<file path="config.mk">
export PLATFORM = sky130hd
export DESIGN_NAME = poly_voice_bank_flat
export DESIGN_NICKNAME = d
export VERILOG_FILES = /design/src/rtl/poly_voice_bank_if.sv /design/src/rtl/poly_voice_bank.sv /design/src/flat_wrapper.sv
export SDC_FILE = /design/constraint.sdc
export NUM_CORES = 1
export LEC_CHECK = 0
export BUFFER_PORTS_ARGS = -buffer_cell sky130_fd_sc_hd__buf_4
export CAP_MARGIN = 20
export CORE_ASPECT_RATIO = 0.7
export CORE_UTILIZATION = 60
export CTS_CLUSTER_DIAMETER = 100
export CTS_CLUSTER_SIZE = 28
export DETAILED_ROUTE_END_ITERATION = 7
export PLACE_DENSITY = 0.86
export REMOVE_ABC_BUFFERS = 1
export SYNTH_ARGS = -nofsm -noshare
export SYNTH_HDL_FRONTEND = slang
export SYNTH_SLANG_ARGS = --single-unit
export TNS_END_PERCENT = 1
</file>
<file path="constraint.sdc">
create_clock -name clk -period 14.2 [get_ports clk]
set_input_delay 2.84 -clock clk [delete_from_list [all_inputs] [get_ports clk]]
set_output_delay 2.84 -clock clk [all_outputs]
set_load 0.1 [all_outputs]
</file>
<file path="src/rtl/poly_voice_bank_if.sv">
// Note-event, step-ROM, sine-lookup and mixed-sample signals of the polyphonic voice bank.
// master = event source and lookup tables, slave = voice bank.
interface poly_voice_bank_if #(
  parameter int NUM_VOICES = 4,
  parameter int PHASE_W    = 32,
  parameter int OUT_W      = 16
);
  logic                  note_valid;
  logic                  note_ready;
  logic                  note_on;
  logic [6:0]            note_num;
  logic [6:0]            step_note;
  logic [PHASE_W-1:0]    step_val;
  logic                  sample_en;
  logic [15:0]           sine_phase;
  logic [OUT_W-1:0]      sine_val;
  logic [OUT_W-1:0]      sample_out;
  logic                  sample_valid;
  logic [NUM_VOICES-1:0] active_mask;
  logic                  alloc_drop;
  logic                  overrun;

  modport master (
    output note_valid, note_on, note_num, step_val, sample_en, sine_val,
    input  note_ready, step_note, sine_phase, sample_out, sample_valid,
           active_mask, alloc_drop, overrun
  );

  modport slave (
    input  note_valid, note_on, note_num, step_val, sample_en, sine_val,
    output note_ready, step_note, sine_phase, sample_out, sample_valid,
           active_mask, alloc_drop, overrun
  );
endinterface

</file>
<file path="src/rtl/poly_voice_bank.sv">
// Polyphonic phase-accumulator bank: allocates voices from note events, renders them through one shared sine lookup.
// sample_en -> sample_valid in NUM_VOICES+2 cycles; notes are held off (note_ready=0) while a sample renders.
module poly_voice_bank #(
  parameter int NUM_VOICES = 4,
  parameter int PHASE_W    = 32,
  parameter int OUT_W      = 16
) (
  input logic              clk,
  input logic              reset_n,
  poly_voice_bank_if.slave vb
);
  localparam int VIDX_W = $clog2(NUM_VOICES);
  localparam int ACC_W  = OUT_W + VIDX_W;

  typedef enum logic [2:0] {S_IDLE, S_STEP, S_RENDER, S_DRAIN, S_EMIT} state_t;

  state_t                    r_state, w_state_nxt;
  logic [PHASE_W-1:0]        r_phase [NUM_VOICES];
  logic [PHASE_W-1:0]        r_step  [NUM_VOICES];
  logic [6:0]                r_note  [NUM_VOICES];
  logic [NUM_VOICES-1:0]     r_active;
  logic [VIDX_W-1:0]         r_sel;
  logic                      r_hit;
  logic [VIDX_W-1:0]         r_ridx;
  logic                      r_prev_act;
  logic signed [ACC_W-1:0]   r_acc;
  logic [OUT_W-1:0]          r_sample_out;
  logic [6:0]                r_step_note;
  logic [15:0]               r_sine_phase;

  logic                      w_note_ready, w_on_hs, w_off_hs, w_start;
  logic                      w_match, w_free;
  logic [VIDX_W-1:0]         w_match_idx, w_free_idx;
  logic [NUM_VOICES-1:0]     w_off_mask;
  logic [PHASE_W-1:0]        w_phase_nxt;
  logic                      w_cur_act, w_do_acc;
  logic [15:0]               w_sine_phase;
  logic signed [ACC_W-1:0]   w_add, w_acc_sum;
  logic [OUT_W-1:0]          w_mix;

  // A coincident sample strobe blocks the note so the render starts on time.
  assign w_note_ready = (r_state == S_IDLE) && !vb.sample_en;
  assign w_on_hs      = vb.note_valid && w_note_ready && vb.note_on;
  assign w_off_hs     = vb.note_valid && w_note_ready && !vb.note_on;
  assign w_start      = (r_state == S_IDLE) && vb.sample_en;

  // Descending scan so the lowest matching / free index wins.
  always_comb begin
    w_match     = 1'b0;
    w_match_idx = '0;
    w_free      = 1'b0;
    w_free_idx  = '0;
    w_off_mask  = '0;
    for (int v = NUM_VOICES - 1; v >= 0; v--) begin
      if (r_active[v] && (r_note[v] == vb.note_num)) begin
        w_match       = 1'b1;
        w_match_idx   = VIDX_W'(v);
        w_off_mask[v] = 1'b1;
      end
      if (!r_active[v]) begin
        w_free     = 1'b1;
        w_free_idx = VIDX_W'(v);
      end
    end
  end

  assign w_phase_nxt  = r_phase[r_ridx] + r_step[r_ridx];
  assign w_cur_act    = r_active[r_ridx];
  assign w_sine_phase = w_cur_act ? w_phase_nxt[PHASE_W-1 -: 16] : 16'h0000;
  // sine_val lags sine_phase by one cycle, so it belongs to the previously rendered voice.
  assign w_add        = r_prev_act ? {{VIDX_W{vb.sine_val[OUT_W-1]}}, vb.sine_val} : '0;
  assign w_acc_sum    = r_acc + w_add;
  assign w_do_acc     = ((r_state == S_RENDER) && (r_ridx != '0)) || (r_state == S_DRAIN);
  assign w_mix        = OUT_W'(w_acc_sum >>> VIDX_W);

  always_ff @(posedge clk or negedge reset_n) begin
    if (!reset_n) r_state <= S_IDLE;
    else          r_state <= w_state_nxt;
  end

  always_comb begin
    w_state_nxt = r_state;
    case (r_state)
      S_IDLE:   if (vb.sample_en) w_state_nxt = S_RENDER;
                else if (w_on_hs) w_state_nxt = S_STEP;
      S_STEP:   w_state_nxt = S_IDLE;
      S_RENDER: if (r_ridx == VIDX_W'(NUM_VOICES - 1)) w_state_nxt = S_DRAIN;
      S_DRAIN:  w_state_nxt = S_EMIT;
      S_EMIT:   w_state_nxt = S_IDLE;
      default:  w_state_nxt = S_IDLE;
    endcase
  end

  always_comb begin
    vb.note_ready   = w_note_ready;
    vb.alloc_drop   = (r_state == S_STEP) && !r_hit;
    vb.overrun      = vb.sample_en && (r_state != S_IDLE);
    vb.sample_valid = (r_state == S_EMIT);
    vb.sample_out   = r_sample_out;
    vb.active_mask  = r_active;
    vb.sine_phase   = (r_state == S_RENDER) ? w_sine_phase : r_sine_phase;
    vb.step_note    = w_on_hs ? vb.note_num : r_step_note;
  end

  always_ff @(posedge clk or negedge reset_n) begin
    if (!reset_n) begin
      for (int v = 0; v < NUM_VOICES; v++) begin
        r_phase[v] <= '0;
        r_step[v]  <= '0;
        r_note[v]  <= '0;
      end
      r_active     <= '0;
      r_sel        <= '0;
      r_hit        <= 1'b0;
      r_ridx       <= '0;
      r_prev_act   <= 1'b0;
      r_acc        <= '0;
      r_sample_out <= '0;
      r_step_note  <= '0;
      r_sine_phase <= '0;
    end else begin
      if (w_on_hs) begin
        r_step_note <= vb.note_num;
        r_hit       <= w_match || w_free;
        r_sel       <= w_match ? w_match_idx : w_free_idx;
      end
      if ((r_state == S_STEP) && r_hit) begin
        r_step[r_sel]   <= vb.step_val;
        r_phase[r_sel]  <= '0;
        r_note[r_sel]   <= r_step_note;
        r_active[r_sel] <= 1'b1;
      end
      if (w_off_hs) begin
        for (int v = 0; v < NUM_VOICES; v++) begin
          if (w_off_mask[v]) begin
            r_active[v] <= 1'b0;
            r_phase[v]  <= '0;
            r_step[v]   <= '0;
          end
        end
      end
      if (w_start) begin
        r_acc      <= '0;
        r_ridx     <= '0;
        r_prev_act <= 1'b0;
      end
      if (r_state == S_RENDER) begin
        if (w_cur_act) r_phase[r_ridx] <= w_phase_nxt;
        r_sine_phase <= w_sine_phase;
        r_prev_act   <= w_cur_act;
        r_ridx       <= r_ridx + VIDX_W'(1);
      end
      if (w_do_acc) r_acc <= w_acc_sum;
      // Final sum is scaled on the DRAIN edge so sample_out is already valid during EMIT.
      if (r_state == S_DRAIN) r_sample_out <= w_mix;
    end
  end
endmodule

</file>
<file path="src/flat_wrapper.sv">
// flat-port wrapper written by rule: the top's interface ports become plain ports
module poly_voice_bank_flat 
#(
  parameter int NUM_VOICES = 4,
  parameter int PHASE_W    = 32,
  parameter int OUT_W      = 16
)
  (clk, reset_n, vb_note_valid, vb_note_on, vb_note_num, vb_step_val, vb_sample_en, vb_sine_val, vb_note_ready, vb_step_note, vb_sine_phase, vb_sample_out, vb_sample_valid, vb_active_mask, vb_alloc_drop, vb_overrun);
  poly_voice_bank_if #(.NUM_VOICES(NUM_VOICES), .PHASE_W(PHASE_W), .OUT_W(OUT_W)) vb_i ();
  input logic clk;
  input logic reset_n;
  input wire logic [$bits(vb_i.note_valid)-1:0] vb_note_valid;
  input wire logic [$bits(vb_i.note_on)-1:0] vb_note_on;
  input wire logic [$bits(vb_i.note_num)-1:0] vb_note_num;
  input wire logic [$bits(vb_i.step_val)-1:0] vb_step_val;
  input wire logic [$bits(vb_i.sample_en)-1:0] vb_sample_en;
  input wire logic [$bits(vb_i.sine_val)-1:0] vb_sine_val;
  output wire logic [$bits(vb_i.note_ready)-1:0] vb_note_ready;
  output wire logic [$bits(vb_i.step_note)-1:0] vb_step_note;
  output wire logic [$bits(vb_i.sine_phase)-1:0] vb_sine_phase;
  output wire logic [$bits(vb_i.sample_out)-1:0] vb_sample_out;
  output wire logic [$bits(vb_i.sample_valid)-1:0] vb_sample_valid;
  output wire logic [$bits(vb_i.active_mask)-1:0] vb_active_mask;
  output wire logic [$bits(vb_i.alloc_drop)-1:0] vb_alloc_drop;
  output wire logic [$bits(vb_i.overrun)-1:0] vb_overrun;
  assign vb_i.note_valid = vb_note_valid;
  assign vb_i.note_on = vb_note_on;
  assign vb_i.note_num = vb_note_num;
  assign vb_i.step_val = vb_step_val;
  assign vb_i.sample_en = vb_sample_en;
  assign vb_i.sine_val = vb_sine_val;
  assign vb_note_ready = vb_i.note_ready;
  assign vb_step_note = vb_i.step_note;
  assign vb_sine_phase = vb_i.sine_phase;
  assign vb_sample_out = vb_i.sample_out;
  assign vb_sample_valid = vb_i.sample_valid;
  assign vb_active_mask = vb_i.active_mask;
  assign vb_alloc_drop = vb_i.alloc_drop;
  assign vb_overrun = vb_i.overrun;
  poly_voice_bank #(.NUM_VOICES(NUM_VOICES), .PHASE_W(PHASE_W), .OUT_W(OUT_W)) u_core (.clk(clk), .reset_n(reset_n), .vb(vb_i));
endmodule
</file>
==> summary.md <==
| Metric | Value |
|---|---|
| Routability cong. | `0.926` |
| Post-Syn Instances | `about 1,600` |
| CP top delay family | `compound AO/OA/AOI/OAI gates` |
| Final setup violation count | `0` |
| Crit path DAT | `6.08 ns` |
| # fillers | `2,121` |
| Post-synth ARST share | `100%` |
| Skew-Pair Late Insertion Delay | `0.53 ns` |
| Slowest Stage Delay on Critical Path | `0.86 ns` |
| Setup crit end | `vb_sine_phase[8]` |
| Final #Nets | `1,766` |
| Most frequent cell after synthesis | `dfrtp_1` |
| Layout Skew | `around 0.017 ns` |
| Iter 0 DRT Violations | `1,502` |
| Total track usage | `30.6%` |
| Top_reg_cell synth | `dfrtp_1` |
| Drt total wl | `45,600 µm` |
| # hold bufs at CTS | `0` |
| Synth top cells by count | `dfrtp_1, nand2_1, a22o_1, a21oi_1, nor2_1` |
| Worst path slowest cell | `dfrtp_4` |
| Number of synthesized flops with an enable pin | `0` |
| Buffers and inverters on the worst path | `2` |
| Die H | `between 100 and 150 µm` |
| RSZ-0062 raised after global routing | `no` |
| Fin util | `66.6%` |
| FF+latch area | `8860 µm²` |
| Via count | `13,287` |
| CP Launch Type | `register` |
| Initial Util | `a little over 60%` |
| Period utilization | `62.8%` |
| Final min period | `8.92 ns` |
| Register bit total from synthesis | `354` |
| Yosys top cell by area | `dfrtp_1` |
| Critical path depth in cells | `14` |
| Max Slew Vio Count | `0` |
| Setup crit start | `u_core.r_ridx[0]` |
| Sequential area share after synthesis | `between 40% and 50%` |
| Top cells by area, synth | `dfrtp_1, mux4_2, a22o_1, nand2_1, ha_1` |
| Ratio of cells with drive above 1 in the final layout | `16.3%` |
| Die area | `30,300 µm²` |
| Via density | `6.54` |
| Total global routing overflow | `0` |
| First-pass GRT wire length | `73,300 µm` |
| Largest net degree at the start of global routing | `between 100 and 150` |
| Measured slew at the worst slew-check pin | `1.05 ns` |
| Setup slack on the worst flop-to-flop path | `8.85 ns` |
| Drc violations | `0` |
| Reg2reg end | `u_core.r_sine_phase[8]` |
| Post-CTS setup buffer count | `0` |
| Yosys cell types | `between 60 and 70` |
| # port buffers | `106` |
| Num CTS Buffers | `16` |
| Syn avg cell area | `11.0 µm²` |
| Outcome | `completed` |
| DR WL/cell | `22.4 µm` |
| Relative slew slack | `30.2%` |
| Max_cap viols | `0` |
| Multi-input logic area | `8430 µm²` |
| Worst-path clk slew | `0.11 ns` |
| Hpwl dp | `29,600 µm` |
| Crit path max fanout | `38` |
| CTS root buf | `clkbuf_16` |
| IO Pins | `107` |
| CTS H-tree lvls | `1` |
| FMAX | `112 MHz` |
| P&R area growth vs syn | `8.72%` |
| CP Class | `register to output pin` |
| Core area | `between 20,000 and 30,000 µm²` |
| Vias in the first global route | `13,495` |
| Most used cell, CP | `buf_4` |
| Final ANT Viol Nets | `0` |
| Setup crit end kind | `output pin` |
| # resized after CTS | `0` |
| Die width | `a little over 200 µm` |
| Final Hold Viols | `0` |
| Antenna violations before repair | `1` |
| Setup_tns | `0 ns` |
| R2R cell count | `13` |
| Hold Crit Class | `register to register` |
| Yosys warns | `0` |
| CP Cell Sequence | `buf_4 > mux4_2 > ha_1 > fa_1 > a21o_1 > a21oi_1 > nor2b_1 > o21ai_2 > o2111ai_1 > a31oi_1 > o21bai_1 > xnor2_1 > o21ai_0 > buf_4` |
| CTS tree | `built` |
| RR Startpoint | `u_core.r_ridx[0]` |
| Clock sinks | `354` |
| Max Buffers Root-to-Sink | `3` |
| Router iterations before antenna repair | `6` |
| Rows | `between 50 and 60` |
| Req. time, crit path | `approximately 11 ns` |
| Mapped Area | `17,700 µm²` |
| Post-synth top area share | `50.0%` |
-- registers in the layout, indices dropped and copies added, names as in the netlist, 4 cells and up --
name,cells
u_core.r_step_note,7
u_core.vb.active_mask,4
u_core.r_sine_phase,16
u_core.vb.sample_out,16
u_core.r_phase,128
u_core.r_note,28
u_core.r_acc,18
u_core.r_step,128
-- worst register-to-register path, cell delays in order, from the launching register on --
cell       delay (ns)
dfrtp_4          0.86
buf_4            0.72
mux4_2           0.61
ha_1             0.24
fa_1             0.47
a21o_1           0.20
a21oi_1          0.29
nor2b_1          0.12
o21ai_2          0.30
o2111ai_1        0.18
a31oi_1          0.51
o21bai_1         0.18
xnor2_1          0.33
o21ai_0          0.19
-- cells by family after synthesis --
| logic type | Yosys count | share of synthesized area [%] |
|---|---|---|
| xor+xnor | 77 | 3.89 |
| fa+ha+maj | 54 | 3.89 |
| simple gates | 473 | 11.7 |
| compound gates | 378 | 14.6 |
| mux | 150 | 13.1 |
| flops | 354 | 50.0 |
| buf+inv | 125 | 2.86 |
-- stage by stage --
step | setup WS, ns | cell area [µm²] | cells | hold WS (ns)
2_1_floorplan | 3.81 | 17300 | 1504 | 0.445
3_3_place_gp | 6.03 | 18800 | 2011 | 0.459
3_5_place_dp | 5.91 | 18800 | 2011 | 0.468
4_1_cts | 5.28 | 19300 | 2030 | 0.492
5_1_grt | 4.96 | 19300 | 2031 | 0.515
6_report | 5.28 | 19300 | 2032 | 0.487
-- worst min-delay path by stage --
| stage | start | to | cells after the start |
|---|---|---|---|
| after floorplan | u_core.r_phase[34] | u_core.r_phase[34] | 2 |
| after global placement | u_core.r_phase[24] | u_core.r_phase[24] | 2 |
| after detailed placement | u_core.r_phase[91] | u_core.r_phase[91] | 2 |
| after CTS | u_core.r_phase[91] | u_core.r_phase[91] | 2 |
| after global routing | u_core.r_phase[22] | u_core.r_phase[22] | 1 |
| final | u_core.vb.sample_out[15] | u_core.vb.sample_out[15] | 2 |
-- routing by layer --
metal,wire length [µm],GRT usage (%),vias up
li1,-,-,5808
met1,19500,43.9,6734
met2,20400,46.5,669
met3,4780,8.85,76
met4,882,7.05,0
met5,0,0,-
-- cell type report --
class	count	share of cell area (%)
diodes	1	0.0130
clock buffers	18	2.23
clock inverters	1	0.0584
inverters	18	0.350
multi-input cells	1132	43.7
flip-flops and latches	354	46.0
well taps	378	2.45
repair buffers	130	5.20
-- placed cells by master (no fill, tap or decap), drive strengths merged, types with 3 or more instances in the layout --
| cell type | n |
|---|---|
| dfrtp | 354 |
| nand2 | 275 |
| buf | 130 |
| a22o | 120 |
| a21oi | 106 |
| nor2 | 93 |
| o21ai | 83 |
| mux4 | 64 |
| mux2i | 64 |
| ha | 52 |
| xnor2 | 39 |
| xor2 | 38 |
| a21o | 24 |
| mux2 | 22 |
| and2 | 21 |
| inv | 19 |
| clkbuf | 18 |
| nor3 | 15 |
| nand4 | 12 |
| and3 | 10 |
| nand3 | 10 |
| nand2b | 9 |
| a31oi | 9 |
| nor2b | 8 |
| nor4 | 7 |
| o21bai | 6 |
| o21a | 5 |
| or2 | 5 |
| or3 | 4 |
| a211o | 3 |
| o31ai | 3 |
Power is not shown: default switching activity piles up to over one toggle a cycle in this logic, so the estimate is an artifact.
